[config.mk]
export PLATFORM = sky130hd
export DESIGN_NAME = mem_store
export DESIGN_NICKNAME = d
export VERILOG_FILES = /design/src/rtl/mem_store.sv
export SDC_FILE = /design/constraint.sdc
export NUM_CORES = 1
export LEC_CHECK = 0
export BUFFER_PORTS_ARGS = -buffer_cell sky130_fd_sc_hd__buf_4
export CORE_MARGIN = 3
export CORE_UTILIZATION = 44
export DETAILED_ROUTE_END_ITERATION = 10
export GPL_ROUTABILITY_DRIVEN = 0
export PLACE_DENSITY = 0.87
export SYNTH_ARGS = -nofsm -noshare
export SYNTH_HDL_FRONTEND = slang
export SYNTH_HIERARCHICAL = 1
export SYNTH_SLANG_ARGS = --single-unit
[constraint.sdc]
create_clock -name clk -period 4.1 [get_ports clk]
set_input_delay 0.205 -clock clk [delete_from_list [all_inputs] [get_ports clk]]
set_output_delay 0.205 -clock clk [all_outputs]
set_load 0.05 [all_outputs]
[src/rtl/mem_store.sv]
// Store unit: formats SB/SH/SW into DMEM/IMEM byte-lane writes, feeds the UART TX FIFO, pulses counter clear.
// Memory writes are combinational; a TX store to a full FIFO holds stall_o until a slot frees.

module mem_store_fifo #(
  parameter int WIDTH = 8,
  parameter int DEPTH = 4
) (
  input  logic                       clk,
  input  logic                       rst,
  input  logic                       push_vld,
  input  logic [WIDTH-1:0]           push_dat,
  input  logic                       pop_rdy,
  output logic                       pop_vld,
  output logic [WIDTH-1:0]           pop_dat,
  output logic                       full,
  output logic [$clog2(DEPTH):0]     count
);
  localparam int AW = $clog2(DEPTH);
  localparam int CW = AW + 1;
  localparam logic [CW-1:0] FULL_CNT = CW'(DEPTH);

  logic [WIDTH-1:0] mem [DEPTH];
  logic [AW-1:0]    wr_ptr;
  logic [AW-1:0]    rd_ptr;
  logic             push;
  logic             pop;

  assign full    = (count == FULL_CNT);
  assign pop_vld = (count != '0);
  assign pop_dat = mem[rd_ptr];
  assign push    = push_vld && !full;
  assign pop     = pop_vld && pop_rdy;

  always_ff @(posedge clk) begin
    if (push) mem[wr_ptr] <= push_dat;
  end

  // Pointers wrap naturally because DEPTH is a power of two.
  always_ff @(posedge clk) begin
    if (rst) begin
      wr_ptr <= '0;
      rd_ptr <= '0;
      count  <= '0;
    end else begin
      if (push) wr_ptr <= wr_ptr + 1'b1;
      if (pop)  rd_ptr <= rd_ptr + 1'b1;
      case ({push, pop})
        2'b10:   count <= count + 1'b1;
        2'b01:   count <= count - 1'b1;
        default: count <= count;
      endcase
    end
  end
endmodule

module mem_store #(
  parameter int TXBUF_DEPTH = 4
) (
  input  logic                         clk,
  input  logic                         rst,
  input  logic [1:0]                   control_store_i,
  input  logic [31:0]                  addr_i,
  input  logic [31:0]                  data_i,
  input  logic [31:0]                  pc_i,
  output logic [3:0]                   dmem_wea_o,
  output logic [13:0]                  dmem_addr_o,
  output logic [31:0]                  dmem_dina_o,
  output logic [3:0]                   imem_wea_o,
  output logic [13:0]                  imem_addr_o,
  output logic [31:0]                  imem_dina_o,
  output logic [7:0]                   uart_tx_data_o,
  output logic                         uart_tx_valid_o,
  input  logic                         uart_tx_ready_i,
  output logic                         counter_rst_o,
  output logic                         stall_o,
  output logic [$clog2(TXBUF_DEPTH):0] txbuf_count_o,
  output logic                         misalign_o
);
  typedef enum logic [1:0] {ST_NONE = 2'b00, ST_SB = 2'b01, ST_SH = 2'b10, ST_SW = 2'b11} store_t;

  localparam logic [31:0] TX_ADDR  = 32'h8000_0008;
  localparam logic [31:0] CTR_ADDR = 32'h8000_0018;

  logic [3:0]  region;
  logic        dmem_sel;
  logic        imem_sel;
  logic        store_en;
  logic [3:0]  lane;
  logic [31:0] wdat;
  logic        tx_hit;
  logic        tx_full;
  logic        ctr_hit;
  logic        unused_pc;

  assign unused_pc = ^{pc_i[31], pc_i[29:0]};

  assign region   = addr_i[31:28];
  assign dmem_sel = (region == 4'h1) || (region == 4'h3);
  // IMEM is only writable while running out of the BIOS.
  assign imem_sel = ((region == 4'h2) || (region == 4'h3)) && pc_i[30];

  always_comb begin
    lane       = '0;
    wdat       = '0;
    misalign_o = 1'b0;
    case (control_store_i)
      ST_SB: begin
        lane = 4'b0001 << addr_i[1:0];
        wdat = {4{data_i[7:0]}};
      end
      ST_SH: begin
        lane       = addr_i[1] ? 4'b1100 : 4'b0011;
        wdat       = {2{data_i[15:0]}};
        misalign_o = addr_i[0];
      end
      ST_SW: begin
        lane       = 4'b1111;
        wdat       = data_i;
        misalign_o = (addr_i[1:0] != 2'b00);
      end
      default: begin
        lane = '0;
        wdat = '0;
      end
    endcase
  end

  assign store_en    = !rst && (control_store_i != ST_NONE) && !misalign_o;
  assign dmem_wea_o  = (store_en && dmem_sel) ? lane : 4'b0000;
  assign imem_wea_o  = (store_en && imem_sel) ? lane : 4'b0000;
  assign dmem_addr_o = addr_i[15:2];
  assign imem_addr_o = addr_i[15:2];
  assign dmem_dina_o = wdat;
  assign imem_dina_o = wdat;

  assign tx_hit  = ((control_store_i == ST_SB) || (control_store_i == ST_SW))
                   && (addr_i == TX_ADDR) && !misalign_o;
  assign stall_o = tx_hit && tx_full;
  assign ctr_hit = (control_store_i != ST_NONE) && (addr_i == CTR_ADDR) && !misalign_o;

  mem_store_fifo #(
    .WIDTH (8),
    .DEPTH (TXBUF_DEPTH)
  ) u_txbuf (
    .clk      (clk),
    .rst      (rst),
    .push_vld (tx_hit),
    .push_dat (data_i[7:0]),
    .pop_rdy  (uart_tx_ready_i),
    .pop_vld  (uart_tx_valid_o),
    .pop_dat  (uart_tx_data_o),
    .full     (tx_full),
    .count    (txbuf_count_o)
  );

  always_ff @(posedge clk) begin
    if (rst) counter_rst_o <= 1'b0;
    else     counter_rst_o <= ctr_hit;
  end
endmodule

==> results.txt <==
* Result of the run: complete, no violations
* Maximum clock frequency: 439 MHz
- Of all nets on the critical path, the largest fanout is 6.
- The mapped netlist covers 2830 um2.
- Hold timing on the final database bottoms out at a slack of 0.163 ns.
* ANT nets after route: 0
* Setup Buffers After CTS: 0
- VDD sags by at most 250 uV.
* Clock-pin slew reported for the worst setup and hold paths after clock tree synthesis: 0.07 ns
* Maximum number of pins on one net before global-route repair: 27
- Chip width: 86.2 um
- Final-report max-slew violation count: 0
- Total chip power: 1240 uW
- Final global-route overflow total: 0
- Cells after DPL: 449
- Endpoint arrival time on the critical path: 2.50 ns
- Gr usage total: 0.194
* Drt pass-1 iters: 4
- For the worst-skew pair, the clock arrives at the later sink with an insertion delay of 0.28 ns.
- Synthesis-to-finish area growth: 37.9%
* CORE AREA: 6060 um2
* Vias per cell: 5.05
* Die area: 7430 um2
- The filler cells instantiated in the layout total 482.
- For this configuration, the core starts out at a cell density of 0.467.
- Crit. End Element: register
* TritonCTS clock tree: built
* Pwr dens: 318 nW/um2
- Share of layout cells above drive strength 1: 0.550
- Register Area: 1160 um2
- Worst clock skew on the final layout: 0.00518 ns
- Dividing the synthesized area by the synthesized cell count gives 10.8 um2.
- The root buffer cell chosen for the clock tree is clkbuf_8.
- Max_slew headroom: 0.296
- After routing, the total negative slack on setup checks comes to 0 ns.
* Number of warning messages in the yosys log: 6
- The number of hold buffers added after CTS was 0.
- At the end of the flow, the number of nets in the layout was 488.
- Once the clock tree was built, the resizer swapped 0 gates to a different size.
* IO buf count: 184
- After technology mapping, the gate count stands at 261.
- In the final routed layout, each cell accounts on average for 16.7 um.
* Multi-input gate area in the final layout: 1130 um2
- The floorplan has 28 rows.
* Largest buffer count on any clock path: 2
* Slew at the pin with the worst max-slew slack: 1.05 ns
- STA puts the critical path data required time at 4.32 ns.
- In this run the worst hold path is classified as input pin to register.
- In this run, CTS created clock tree buffers numbering 5.
- CTS built an H-tree with a depth of 2.
* Max capacitance violation total: 0
* Post-layout minimum cycle time: 2.28 ns
- Routed Wire Length: 7.65 mm
* Crit share post-route: 0.555
- Vertical die dimension: 86.2 um
* Netlist cell types: 43
- Antenna violations before repair: 0
* Unrepaired setup endpoints after global routing: no
* Vias in the first global route: 2274
- Flops & latches, synth: 42
- The first global-routing pass estimated 11.3 mm of wire.
- Leaving out filler cells and counting taps, the final layout contains 457.
* Syn Nets: 368
* Count of clock tree sinks: 42
- Detailed placement HPWL: 6.32 mm
* Portion of the post-synthesis area used by sequential elements: 0.410
* Startpoint type of the worst setup path: input pin
- Total leakage power: 0.00172 uW
* 1st-iter DRT viols: 67
* Worst setup path category: input pin to register
* Vias after detailed routing: 2310
* Post-layout utilization of the core: 0.644
- Antenna diode count: 0
* Total DRC errors in the routed layout: 0
- 216 I/O pins were placed.
* Final setup viols: 0
- The number of hold violations in the final report came to 0.
## worst paths after layout
check / start / to / slack [ns] / cells after the start
hold / removal: rst / u_txbuf/count[2]$_SDFFE_PP0P_ / 0.16 / 2
setup / recovery: addr_i[0] / u_txbuf/count[2]$_SDFFE_PP0P_ / 1.82 / 13
setup reg to reg: u_txbuf/count[2]$_SDFFE_PP0P_ / u_txbuf/count[2]$_SDFFE_PP0P_ / 1.90 / 9
hold reg to reg: u_txbuf/wr_ptr[1]$_SDFFE_PP0P_ / u_txbuf/wr_ptr[1]$_SDFFE_PP0P_ / 0.52 / 2
## cell usage in the layout, fill, tap and decap left out, types with 3 or more instances in the layout
cell	instances
buf_4	184
edfxtp_1	32
mux2i_1	17
nor2_1	16
o21ai_1	16
nor2b_1	10
dfxtp_1	10
nand2_1	9
a22o_1	8
inv_1	8
mux4_2	8
clkbuf_8	5
ha_1	5
a21oi_1	4
and2_1	4
o21ai_0	3
nand2b_1	3
nor4_1	3
nor3_1	3
or3_1	3
xor2_1	3
## worst max-delay path, cell delays in order
cell,delay [ns]
buf_4,0.13
nor4_2,0.26
nand4_1,0.21
nor4b_2,0.29
inv_1,0.10
nor2_2,0.23
inv_1,0.07
ha_1,0.23
inv_1,0.07
fa_1,0.17
xor2_1,0.07
or3_1,0.31
a21oi_1,0.14
## cells in the mapped netlist, drive strengths merged
cell type  instances  area share
a21oi              4      0.0071
a22o               8       0.025
a22oi              2      0.0053
and2               4      0.0088
buf               68        0.18
clkbuf             3      0.0040
dfxtp             10       0.071
edfxtp            32        0.34
fa                 1      0.0071
ha                 5       0.022
inv                9       0.012
mux2i             17       0.060
mux4               8       0.064
nand2              9       0.012
nand2b             3      0.0066
nand3b             1      0.0027
nand4              2      0.0044
nor2              18       0.026
nor2b             10       0.022
nor3               3      0.0053
nor3b              1      0.0044
nor4               6       0.023
nor4b              1      0.0053
nor4bb             2      0.0071
o2111ai            1      0.0053
o211ai             2      0.0071
o21a               2      0.0053
o21ai             19       0.034
o21ba              1      0.0035
o311ai             1      0.0031
o31a               1      0.0035
or3                3      0.0066
xnor2              1      0.0031
xor2               3      0.0093
## metal layers
layer  vias up  wire [um]  share of wire  global-route usage
met5         -          0              0                   0
met4         0         71         0.0093              0.0623
met2       107       4150           0.54               0.360
met3         6        544          0.071              0.0333
li1       1116          -              -                   -
met1      1081       2890           0.38               0.227
## stage by stage
step	setup WS, ns	area (um2)
after floorplan	1.73	2830
after global placement	1.59	3800
after detailed placement	1.53	3800
after CTS	1.83	3900
after global routing	1.56	3900
final	1.82	3900
## power breakdown
part	internal [uW]	switching, uW	total, uW
Combinational	149	328	477
Clock	182	124	306
Sequential	456	0.0000000438	456
Total	787	452	1240
## registers in the layout (all words and copies together), names as in the netlist, named ones only
| signal | cells |
|---|---|
| u_txbuf/mem | 32 |
| counter_rst_o | 1 |
| u_txbuf/rd_ptr | 2 |
| u_txbuf/count | 3 |
| u_txbuf/wr_ptr | 2 |
## logic make-up (layout without fill, tap and decap cells)
family,count (synthesis),after routing,synth area share
compound gates,41,41,0.0986
mux,25,25,0.124
xor+xnor,4,4,0.0124
flops,42,42,0.410
fa+ha+maj,6,6,0.0292
simple gates,63,63,0.134
buf+inv,80,201,0.192
## layout make-up
class                   count  area share
clock inverters             1     0.00769
repair buffers            184       0.354
inverters                   9     0.00866
well taps                  75      0.0240
flip-flops and latches     42       0.298
multi-input cells         139       0.289
clock buffers               7      0.0196
(Power assumes the default switching activity.)
